### src/rtl/boton_antirrebote_pkg.sv
// Shared definitions for the LED-game push-button front end.
// Holds the debouncer state encodings, the clock1k period and default parameters,
// plus a helper that checks the stability-counter width against the debounce length.
package boton_antirrebote_pkg;

  // Debouncer FSM encodings; all four 2-bit codes are used.
  typedef enum logic [1:0] {
    ESTABLE_0 = 2'd0,  // settled released
    VALIDA_1  = 2'd1,  // qualifying a press
    ESTABLE_1 = 2'd2,  // settled pressed
    VALIDA_0  = 2'd3   // qualifying a release
  } estado_t;

  // clock1k period: 1 ms, expressed in microseconds.
  localparam int CLOCK1K_PERIOD_US = 1000;

  // Default number of consecutive stable clock1k cycles needed to accept a level.
  localparam int DEBOUNCE_MS_DEFAULT = 20;

  // Default stability-counter width (holds 0..DEBOUNCE_MS_DEFAULT-1).
  localparam int CNT_W_DEFAULT = 5;

  // True when a CNT_W-bit counter can reach DEBOUNCE_MS-1 without wrapping.
  function automatic bit cnt_w_ok(input int debounce_ms, input int cnt_w);
    longint unsigned span;
    span = longint'(1) << cnt_w;
    return span > longint'(debounce_ms - 1);
  endfunction

endpackage

### src/rtl/sincronizador_2ff.sv
// Two-flop synchroniser for a single asynchronous input pin.
// Ports: clk (sampling clock), rst_n (async active-low, clears both flops),
//        d (asynchronous input), q (synchronised output, two clk edges behind d).
module sincronizador_2ff (
  input  logic clk,
  input  logic rst_n,
  input  logic d,
  output logic q
);

  logic s1;
  logic s2;

  // s1 may go metastable; s2 gives it a full cycle to resolve.
  always_ff @(posedge clk or negedge rst_n) begin
    if (!rst_n) begin
      s1 <= 1'b0;
      s2 <= 1'b0;
    end else begin
      s1 <= d;
      s2 <= s1;
    end
  end

  assign q = s2;

endmodule

### src/rtl/boton_antirrebote.sv
// Push-button debouncer feeding the pulse-to-impulse converter of the LED game.
// Ports: clock1k (1 kHz clock), reset_n (async active-low), botonRaw (raw bouncing pin),
//        botonLimpio (registered debounced level, 1 = pressed), subida/bajada (one-cycle edge strobes).
module boton_antirrebote
  import boton_antirrebote_pkg::*;
#(
  parameter int DEBOUNCE_MS      = DEBOUNCE_MS_DEFAULT,
  parameter int CNT_W            = CNT_W_DEFAULT,
  parameter bit POLARIDAD_ACTIVA = 1'b1
) (
  input  logic clock1k,
  input  logic reset_n,
  input  logic botonRaw,
  output logic botonLimpio,
  output logic subida,
  output logic bajada
);

  // Parameter sanity: a one-cycle window cannot filter anything, and the counter
  // must be able to hold DEBOUNCE_MS-1.
  if (DEBOUNCE_MS < 2) begin : g_chk_debounce
    $error("boton_antirrebote: DEBOUNCE_MS must be >= 2");
  end
  if (!cnt_w_ok(DEBOUNCE_MS, CNT_W)) begin : g_chk_cnt_w
    $error("boton_antirrebote: CNT_W too small for DEBOUNCE_MS");
  end

  // Terminal count: the cycle on which the counter reads this value with the
  // new level still present is the accepting cycle.
  localparam logic [CNT_W-1:0] CNT_MAX = CNT_W'(DEBOUNCE_MS - 1);

  // Normalise polarity so that b = 1 always means pressed.
  logic b;
  assign b = botonRaw ^ ~POLARIDAD_ACTIVA;

  logic s2;

  sincronizador_2ff u_sync_boton (
    .clk   (clock1k),
    .rst_n (reset_n),
    .d     (b),
    .q     (s2)
  );

  estado_t          state;
  estado_t          state_next;
  logic [CNT_W-1:0] cnt;
  logic [CNT_W-1:0] cnt_next;
  logic             limpio_next;
  logic             subida_next;
  logic             bajada_next;
  logic             cnt_done;

  assign cnt_done = (cnt == CNT_MAX);

  // State, counter and output registers.
  always_ff @(posedge clock1k or negedge reset_n) begin
    if (!reset_n) begin
      state       <= ESTABLE_0;
      cnt         <= '0;
      botonLimpio <= 1'b0;
      subida      <= 1'b0;
      bajada      <= 1'b0;
    end else begin
      state       <= state_next;
      cnt         <= cnt_next;
      botonLimpio <= limpio_next;
      subida      <= subida_next;
      bajada      <= bajada_next;
    end
  end

  // Next state and counter. The counter restarts on entry to a VALIDA state
  // and is left untouched (don't-care) while settled.
  always_comb begin
    state_next = state;
    cnt_next   = cnt;
    case (state)
      ESTABLE_0: begin
        if (s2) begin
          state_next = VALIDA_1;
          cnt_next   = '0;
        end
      end
      VALIDA_1: begin
        if (!s2) begin
          state_next = ESTABLE_0;        // bounce: drop the candidate press
        end else if (cnt_done) begin
          state_next = ESTABLE_1;
        end else begin
          cnt_next = cnt + 1'b1;
        end
      end
      ESTABLE_1: begin
        if (!s2) begin
          state_next = VALIDA_0;
          cnt_next   = '0;
        end
      end
      VALIDA_0: begin
        if (s2) begin
          state_next = ESTABLE_1;        // bounce: drop the candidate release
        end else if (cnt_done) begin
          state_next = ESTABLE_0;
        end else begin
          cnt_next = cnt + 1'b1;
        end
      end
      default: begin
        state_next = ESTABLE_0;
        cnt_next   = '0;
      end
    endcase
  end

  // Outputs, computed one cycle ahead so they are registered alongside state.
  // The clean level follows the settled side of the FSM: pressed while in
  // ESTABLE_1 or still qualifying a release from it.
  always_comb begin
    limpio_next = (state_next == ESTABLE_1) || (state_next == VALIDA_0);
    subida_next = (state == VALIDA_1) && s2 && cnt_done;
    bajada_next = (state == VALIDA_0) && !s2 && cnt_done;
  end

endmodule

### config.mk
export PLATFORM = sky130hd
export DESIGN_NAME = boton_antirrebote
export DESIGN_NICKNAME = d
export VERILOG_FILES = /design/src/rtl/boton_antirrebote_pkg.sv /design/src/rtl/sincronizador_2ff.sv /design/src/rtl/boton_antirrebote.sv
export SDC_FILE = /design/constraint.sdc
export NUM_CORES = 1
export LEC_CHECK = 0
export BUFFER_PORTS_ARGS = -buffer_cell sky130_fd_sc_hd__buf_2
export CORE_AREA = 5 5 42 44
export DETAILED_ROUTE_END_ITERATION = 12
export DIE_AREA = 0 0 47 49
export GPL_TIMING_DRIVEN = 0
export HOLD_SLACK_MARGIN = 0.02
export PLACE_DENSITY = 0.66
export SETUP_SLACK_MARGIN = 0.3
export SYNTH_ARGS = -nofsm -noshare
export SYNTH_HDL_FRONTEND = slang
export SYNTH_SLANG_ARGS = --single-unit
### constraint.sdc
create_clock -name clock1k -period 2.9 [get_ports clock1k]
set_clock_uncertainty 0.15 [all_clocks]
set_input_delay 0.29 -clock clock1k [delete_from_list [all_inputs] [get_ports clock1k]]
set_output_delay 0.29 -clock clock1k [all_outputs]
set_load 0.03 [all_outputs]
==> flow_metrics.py, run 1 <==
metrics = {
    "critical_path": {
        "cp_max_fo": 6,
        "crit_arrival_ns": 1.76,
        "r2r_start": "cnt[0]",
        "path_buf_inv": 1,
        "reg2regPathDepth": 5,
        "rrSetupSlack_ns": 1.16,
        "cp_data_required_time_ns": 2.92,
        "cp_cell_sequence": "ha_1 > nand3b_1 > or2_1 > clkbuf_1 > mux2_2",
        "cp-start-kind": "flop",
        "crit_type": "reg2reg",
        "cp-end-kind": "flop",
        "crit_family": "flip-flops",
        "cp_slowest_cell": "dfrtp_1",
        "slowest_delay_ns": 0.41,
        "reg2reg_to": "botonLimpio",
    },
    "layout": {
        "stdcell_area_um2": 603,
        "nets": 58,
        "syn_to_final_growth_pct": 20.2,
        "diodes": 0,
        "fin_util_pct": 43.0,
        "stdcell_count": 69,
        "drive_gt1_share_pct": 20.8,
    },
    "min_path": {
        "hold-path-cell-count": 0,
        "hp-class": "reg2reg",
        "min_from": "u_sync_boton.s1",
        "holdPathEnd": "u_sync_boton.q",
    },
    "power_and_ir_drop": {
        "vdd_drop_max_mv": 0.238,
        "powerDensity_mw_per_mm2": 563,
        "leakagePower_nw": 0.281,
        "p_total_mw": 0.339,
    },
    "detailed_routing": {
        "drc": 0,
        "routedLengthMet1_um": 371,
        "firstDrtPassIters": 2,
        "vias": 364,
        "top_layer": "met4",
        "wl_per_cell_um": 12.6,
        "drt_wl_total_um": 869,
        "drt_iter0_drc": 3,
        "antenna_left": 0,
        "via_per_inst": 5.28,
        "wl_met2_um": 417,
        "met3_length_um": 35,
    },
    "synth": {
        "synth-seq-cells": 12,
        "synth_commonest_cells": "12 x dfrtp_1, 4 x nand3_1, 3 x nor3b_1",
        "yosys.area.top_type": "dfrtp_1",
        "synth-edff-count": 0,
        "synth_nets": 46,
        "async_flop_share_pct": 100,
        "netlist_instances": 42,
        "synth.avg_cell_area_um2": 11.9,
        "yosysSeqAreaShare_pct": 59.9,
        "synthTopCellsByArea": "dfrtp_1 60%, mux2_2 4.5%, nor3b_1 4.5%",
        "synth_most_common_cell": "dfrtp_1",
        "synthFlopType": "dfrtp_1",
        "yosys_warnings": 0,
        "post-synth-top-area-fraction_pct": 59.9,
        "ys_types": 20,
        "syn_area_um2": 502,
    },
    "clock_network": {
        "h-tree-depth": 1,
        "cts_tree": "built",
        "clk_pin_slew_ns": 0.07,
        "post_cts_buffers": 0,
        "clockBufferDepth": 2,
        "cts_sinks": 12,
        "cts-buffers-inserted": 3,
        "cts_resized": 0,
        "cts-root-buf": "clkbuf_4",
        "clock_latency_ns": 0.28,
    },
    "die": {
        "die_area_mm2": 0.00230,
        "die_w_um": 47,
        "io_pins": 6,
        "die_height_um": 49,
        "core_mm2": 0.00140,
        "std_cell_rows": 14,
        "start_util_pct": 35.8,
    },
    "outcome": {
        "status": "complete, no violations",
    },
    "timing": {
        "max_clock_freq_mhz": 575,
        "period_share_pct": 60.0,
        "hold_viol_final": 0,
        "maxSlewHeadroom_pct": 62.5,
        "worst_pin_slew_ns": 0.558,
        "slew_viol_final": 0,
        "setup_viol": 0,
        "fin_crit_ns": 1.74,
        "whs_ns": 0.203,
        "fin_ws_ns": 1.16,
        "final.setup.tns_ns": 0,
        "rsz0062_at_grt": "false",
    },
    "placement": {
        "place_congestion": 0.710,
        "hpwlAfterDp_um": 598,
        "placed_area_um2": 547,
        "dp_cells": 63,
        "dp_slack_ns": 1.18,
        "port_buffers": 5,
    },
    "run": {
        "maxCapViolCount": 0,
    },
    "grt": {
        "grt_max_degree": 13,
        "grt_overflow": 0,
        "antenna_found_initial": 0,
        "grt_first_pass_wirelength_um": 1540,
        "grt_pass1_vias": 356,
        "grt_usage_pct": 10.0,
    },
}
layout by cell type, fill, tap and decap left out, types with 2 or more instances in the layout:
master | netlist | final
dfrtp_1 | 12 | 12
buf_2 | 0 | 5
nand3_1 | 4 | 4
nor3b_1 | 3 | 3
clkbuf_4 | 0 | 3
nand3b_1 | 2 | 2
inv_1 | 2 | 2
mux2_2 | 2 | 2
nand2_1 | 2 | 2
o21ai_0 | 2 | 2
a22o_1 | 2 | 2
dlygate4sd3_1 | 0 | 2
final cells by class:
cell class              instances  area, um2
fillers                       135        798
plain buffers                   1       3.75
multi-input cells              27        190
flip-flops and latches         12        300
inverters                       2       7.51
repair buffers                  7       45.0
clock buffers                   4       36.3
well taps                      16       20.0
power breakdown:
group | switching [mW] | internal (mW)
Clock | 0.0592 | 0.0765
Sequential | 0.00686 | 0.174
Combinational | 0.0114 | 0.0112
Total | 0.0775 | 0.262
registers in the layout, indices dropped and copies added, names as in the netlist:
register / cells
state: 2
bajada: 1
u_sync_boton.q: 1
botonLimpio: 1
subida: 1
u_sync_boton.s1: 1
cnt: 5
worst max-delay path by stage:
| stage | slack [ns] | cells past startpoint | from | end |
|---|---|---|---|---|
| finish | 1.16 | 5 | cnt[0] | botonLimpio |
| global route | 1.03 | 5 | cnt[0] | state[1] |
| CTS | 1.15 | 5 | cnt[0] | botonLimpio |
| detailed placement | 1.18 | 5 | cnt[0] | state[1] |
| global placement | 1.18 | 5 | cnt[0] | state[1] |
| floorplan | 1.28 | 5 | cnt[0] | botonLimpio |
logic make-up after synthesis:
family	after synthesis	share of synthesized area, %
simple gates	16	19.5
fa+ha+maj	1	2.49
buf+inv	3	2.24
flops	12	59.9
compound gates	7	9.73
xor+xnor	1	1.75
mux	2	4.49
per-layer routing:
metal	up-vias	GRT usage (%)
li1	173	-
met1	178	11.5
met2	8	13.6
met3	5	3.32
met4	0	9.68
met5	-	0
repair_timing:
item / in CTS / in global routing
endpoints found under the setup margin: 0 / 0
endpoints found under the hold margin: 13 / 0
hold buffers: 2 / 0
Note: power is estimated with default switching activity, not from simulation.
==> run 2, diff against run 1 <==
Settings changed: PLACE_DENSITY 0.66 to 0.68.
Clock period 2.9 ns to 1.6 ns, I/O delays scaled along.
==> run 2 against run 1 <==
Highest routed layer unchanged. Flip-flop and latch count unchanged. Routed wire length grew 29%. Combinational power grew to 3.2 times the previous value. Cell area up 17%. Global-route usage up 2.3 points. Sequential power grew 82%. Die area did not move. Largest cell class unchanged. Utilization rose by 7.3 points. Clock-buffer cell count shrank 1. Critical path depth down 1. Non-clock buffer count increased by 8.
==> flow_metrics.py, run 2 (synthesis results as in run 1) <==
metrics = {
    "clock_network": {
        "cts-buffers-inserted": 3,
        "clk_pin_slew_ns": 0.07,
        "clockBufferDepth": 2,
        "cts_sinks": 12,
        "cts_tree": "built",
        "clock_latency_ns": 0.27,
        "cts-root-buf": "clkbuf_4",
        "h-tree-depth": 1,
    },
    "timing": {
        "max_clock_freq_mhz": 626,
        "slew_viol_final": 0,
        "setup_viol": 0,
        "fin_ws_ns": 0.00236,
        "rsz0062_at_grt": "true",
        "fin_crit_ns": 1.60,
        "worst_pin_slew_ns": 0.270,
        "whs_ns": 0.129,
        "maxSlewHeadroom_pct": 82.0,
        "period_share_pct": 99.9,
        "hold_viol_final": 0,
        "final.setup.tns_ns": 0,
    },
    "critical_path": {
        "cp_slowest_cell": "dfrtp_1",
        "reg2regPathDepth": 4,
        "crit_arrival_ns": 1.60,
        "crit_type": "reg2reg",
        "rrSetupSlack_ns": 0.002,
        "cp_cell_sequence": "nand2b_1 > or2_1 > clkbuf_8 > mux2_2",
        "slowest_delay_ns": 0.40,
        "cp_data_required_time_ns": 1.60,
        "cp_max_fo": 6,
        "cp-start-kind": "flop",
        "cp-end-kind": "flop",
    },
    "die": {
        "std_cell_rows": 14,
        "die_w_um": 47,
        "die_height_um": 49,
        "core_mm2": 0.00140,
        "die_area_mm2": 0.00230,
        "start_util_pct": 35.8,
        "io_pins": 6,
    },
    "grt": {
        "grt_overflow": 0,
        "antenna_found_initial": 0,
        "grt_first_pass_wirelength_um": 1880,
        "grt_usage_pct": 12.3,
        "grt_pass1_vias": 435,
        "grt_max_degree": 13,
    },
    "layout": {
        "final_common_cell": "dfrtp_1",
        "nets": 66,
        "largest_reg_flops": 5,
        "diodes": 0,
        "reg_top3": "cnt: 5 flops, state: 2 flops",
        "syn_to_final_growth_pct": 40.6,
        "drive_gt1_share_pct": 41.7,
        "top_register": "cnt",
        "layout_common_cells": "11 x dfrtp_1, 7 x buf_4, 5 x buf_2",
    },
    "detailed_routing": {
        "wl_per_cell_um": 14.8,
        "drt_iter0_drc": 0,
        "via_per_inst": 5.14,
        "antenna_left": 0,
        "vias": 391,
        "drt_wl_total_um": 1120,
        "firstDrtPassIters": 1,
        "drc": 0,
    },
    "outcome": {
        "status": "complete, no violations",
    },
    "placement": {
        "port_buffers": 5,
        "hpwlAfterDp_um": 633,
        "dp_slack_ns": -0.0214,
        "place_congestion": 0.721,
    },
    "power_and_ir_drop": {
        "leakagePower_nw": 0.338,
        "powerDensity_mw_per_mm2": 826,
        "vdd_drop_max_mv": 0.461,
    },
    "run": {
        "maxCapViolCount": 0,
    },
    "min_path": {
        "hp-class": "in2async",
    },
}
[run 2: worst paths after layout]
check	from	to
setup / recovery	cnt[3]	state[1]
hold / removal	reset_n	cnt[4]
setup reg to reg	cnt[3]	state[1]
hold reg to reg	u_sync_boton.s1	u_sync_boton.q
max in group asynchronous	reset_n	state[0]
min in group clock1k	u_sync_boton.s1	u_sync_boton.q
[run 2: through the flow]
step / instance area, um2 / instances / utilization, % / power (mW)
2_1_floorplan: 513 / 42 / - / 0.358
3_3_place_gp: 558 / 63 / 39.8 / 0.372
3_5_place_dp: 558 / 63 / 39.8 / 0.374
4_1_cts: 671 / 74 / 47.9 / 0.580
5_1_grt: 706 / 76 / 50.4 / 0.620
6_report: 706 / 76 / 50.4 / 0.583
[run 2: report_power, final]
part	switching [mW]	leakage, nW	internal [mW]
Sequential	0.0128	0.158	0.316
Combinational	0.0299	0.167	0.0431
Clock	0.0941	0.0138	0.0872
[run 2: final cells by class]
| class | count | area, um2 |
|---|---|---|
| Timing Repair Buffer | 15 | 109 |
| Tap cell | 16 | 20.0 |
| Buffer | 1 | 13.8 |
| Clock buffer | 3 | 22.5 |
| Inverter | 2 | 7.51 |
| Multi-Input combinational cell | 27 | 231 |
| Sequential cell | 12 | 302 |
| Fill cell | 128 | 696 |
[run 2: metal layers]
metal,vias up,routed length [um],track usage [%]
li1,188,-,-
met1,189,460,14.8
met2,8,559,16.1
met3,6,41,4.43
met4,0,61,11.1
met5,-,0,0
[run 2: repair_timing]
| action | 4_1_cts | 5_1_grt |
|---|---|---|
| hold buffers | 2 | 0 |
| buffers inserted | 6 | 2 |
| endpoints found under the hold margin | 13 | 0 |
| setup endpoints to repair | 9 | 10 |
| resized for setup | 7 | 3 |
| pin swaps | 4 | 1 |
[run 2: worst max-delay path, delay by kind of cell (launching register included)]
family | cells | cell delay (ns)
and+or+nand+nor | 2 | 0.49
DFF | 1 | 0.40
muxes | 1 | 0.28
buffers and inverters | 1 | 0.16
==> run 3, diff against run 2 <==
Settings changed: ABC_AREA set to 1, CORE_AREA 5 5 42 44 to not set, CORE_MARGIN set to 5, CORE_UTILIZATION set to 35, DIE_AREA 0 0 47 49 to not set, PLACE_DENSITY 0.68 to 0.64.
==> run 3 against run 2 <==
Clock-buffer cell count is the same. Power grew 2.3%. Utilization shrank 1.7 points. Global-route usage shrank 3.2 points. Worst setup slack gained 0.27 ns. Register-to-register slack gained 0.27 ns. Die area grew 4.6%. Flip-flop and latch count is the same. Via count grew 11%. Critical path type unchanged. Largest power group unchanged. Highest routed layer unchanged.
==> flow_metrics.py, run 3 <==
metrics = {
    "synth": {
        "synth_nets": 61,
        "post-synth-top-area-fraction_pct": 56.2,
        "synthTopCellsByArea": "dfrtp_1 56%, nand2_1 9.1%, inv_1 4.9%",
        "yosysSeqAreaShare_pct": 56.2,
        "synthFlopType": "dfrtp_1",
        "synth-seq-cells": 12,
        "yosys.area.top_type": "dfrtp_1",
        "async_flop_share_pct": 100,
        "yosys_warnings": 0,
        "synth_most_common_cell": "nand2_1",
        "ys_types": 18,
        "synth_commonest_cells": "13 x nand2_1, 12 x dfrtp_1, 7 x inv_1, 4 x nand3_1, 4 x o21ai_0",
        "synth.avg_cell_area_um2": 9.37,
        "synth-edff-count": 0,
        "syn_area_um2": 534,
        "netlist_instances": 57,
    },
    "timing": {
        "setup_viol": 0,
        "max_clock_freq_mhz": 751,
        "worst_pin_slew_ns": 0.264,
        "period_share_pct": 83.2,
        "hold_viol_final": 0,
        "whs_ns": 0.139,
        "slew_viol_final": 0,
        "rsz0062_at_grt": "true",
        "maxSlewHeadroom_pct": 82.4,
        "final.setup.tns_ns": 0,
        "fin_crit_ns": 1.33,
    },
    "detailed_routing": {
        "via_per_inst": 4.88,
        "drt_wl_total_um": 1040,
        "antenna_left": 0,
        "wl_per_cell_um": 11.7,
        "drc": 0,
        "drt_iter0_drc": 6,
        "vias": 434,
        "firstDrtPassIters": 4,
    },
    "die": {
        "die_height_um": 49.1,
        "core_mm2": 0.00147,
        "die_w_um": 49.1,
        "std_cell_rows": 14,
        "io_pins": 6,
        "die_area_mm2": 0.00241,
        "start_util_pct": 36.3,
    },
    "power_and_ir_drop": {
        "powerDensity_mw_per_mm2": 833,
        "vdd_drop_max_mv": 0.449,
        "leakagePower_nw": 0.347,
    },
    "grt": {
        "antenna_found_initial": 0,
        "grt_first_pass_wirelength_um": 1690,
        "grt_pass1_vias": 406,
        "grtUsageMet3_pct": 1.83,
        "top_usage_layer": "met2",
        "met1_usage_pct": 11.2,
        "grt_max_degree": 13,
        "grt_usage_pct": 9.09,
        "grt_overflow": 0,
        "use_met2_pct": 13.7,
    },
    "critical_path": {
        "crit_type": "reg2reg",
        "cp_data_required_time_ns": 1.61,
        "cp_max_fo": 5,
        "cp-start-kind": "flop",
        "crit_arrival_ns": 1.34,
        "cp-end-kind": "flop",
    },
    "clock_network": {
        "cts_tree": "built",
        "cts-buffers-inserted": 3,
        "clockBufferDepth": 2,
        "cts-root-buf": "clkbuf_4",
        "h-tree-depth": 1,
        "clk_pin_slew_ns": 0.07,
        "cts_sinks": 12,
        "clock_latency_ns": 0.27,
    },
    "layout": {
        "seq_area_um2": 302,
        "final_common_cell": "dfrtp_1",
        "reg_top3": "cnt: 5 flops, state: 2 flops",
        "multi_input_area_um2": 233,
        "syn_to_final_growth_pct": 34.0,
        "fillCellCount": 141,
        "layout_common_cells": "11 x dfrtp_1, 7 x nand2_1, 6 x nand2_2, 6 x buf_4",
        "nets": 79,
        "largest_reg_flops": 5,
        "top_register": "cnt",
        "drive_gt1_share_pct": 45.2,
        "diodes": 0,
    },
    "run": {
        "maxCapViolCount": 0,
    },
    "placement": {
        "place_congestion": 0.657,
        "port_buffers": 5,
        "hpwlAfterDp_um": 577,
    },
    "min_path": {
        "hp-class": "in2async",
    },
    "outcome": {
        "status": "complete, no violations",
    },
}
run 3: kinds of logic after synthesis:
family / Yosys count / share of synthesized area [%]
AND/OR/NAND/NOR: 27 / 24.1
flip-flops: 12 / 56.2
buffers and inverters: 9 / 8.43
AO/OA/AOI/OAI: 7 / 7.26
XOR/XNOR: 1 / 1.64
adder cells (fa/ha/maj): 1 / 2.34
run 3: layer usage:
layer  up-vias  share of wire, %
met5         -                 0
met4         0               2.0
met3         4               3.1
met2         5                50
met1       210                44
li1        215                 -
run 3: critical path: stages (launching register included):
cell	delay, ns
dfrtp_1	0.41
ha_4	0.18
nand2_2	0.06
inv_2	0.04
nand3_4	0.07
nand2_4	0.06
buf_6	0.14
nand2_2	0.04
o21ai_1	0.06
run 3: timing repair:
| item | 4_1_cts | 5_1_grt |
|---|---|---|
| setup endpoints to repair | 8 | 10 |
| endpoints found under the hold margin | 13 | 0 |
| hold buffers | 2 | 0 |
| gates resized for setup | 11 | 8 |
| cloned | 1 | 0 |
| pin swaps | 1 | 0 |
| buffers inserted | 4 | 1 |
run 3: area by class of cell:
type                            instances  share of cell area, %
Clock buffer                            3                   3.15
Sequential cell                        12                   42.1
Inverter                                7                   3.67
Tap cell                               16                   2.80
Multi-Input combinational cell         36                   32.5
Buffer                                  2                   2.62
Timing Repair Buffer                   13                   13.1
run 3: report_power, final:
part           leakage (nW)  total, mW  switching, mW  internal, mW
clock                0.0138      0.182         0.0948        0.0871
sequential            0.157      0.326        0.00981         0.316
combinational         0.177     0.0888         0.0444        0.0444
total                 0.347      0.596          0.149         0.447
run 3: through the flow:
stage | power [mW] | setup WS (ns) | util, % | area, um2 | std cells
after CTS | 0.586 | 0.271 | 46.4 | 683 | 88
final | 0.596 | 0.269 | 48.6 | 716 | 89
after global placement | 0.380 | 0.163 | 39.5 | 582 | 78
after floorplan | 0.365 | 0.255 | - | 537 | 57
after global routing | 0.626 | 0.218 | 48.6 | 716 | 89
after detailed placement | 0.383 | 0.143 | 39.5 | 582 | 78
run 3: worst paths after layout:
path | start | to | slack [ns] | depth (start not counted)
setup / recovery | cnt[1] | cnt[0] | 0.27 | 8
hold / removal | reset_n | bajada | 0.14 | 2
setup reg to reg | cnt[1] | cnt[0] | 0.27 | 8
hold reg to reg | u_sync_boton.s1 | u_sync_boton.q | 0.20 | 0
max in group asynchronous | reset_n | cnt[3] | 0.93 | 2
min in group clock1k | u_sync_boton.s1 | u_sync_boton.q | 0.20 | 0
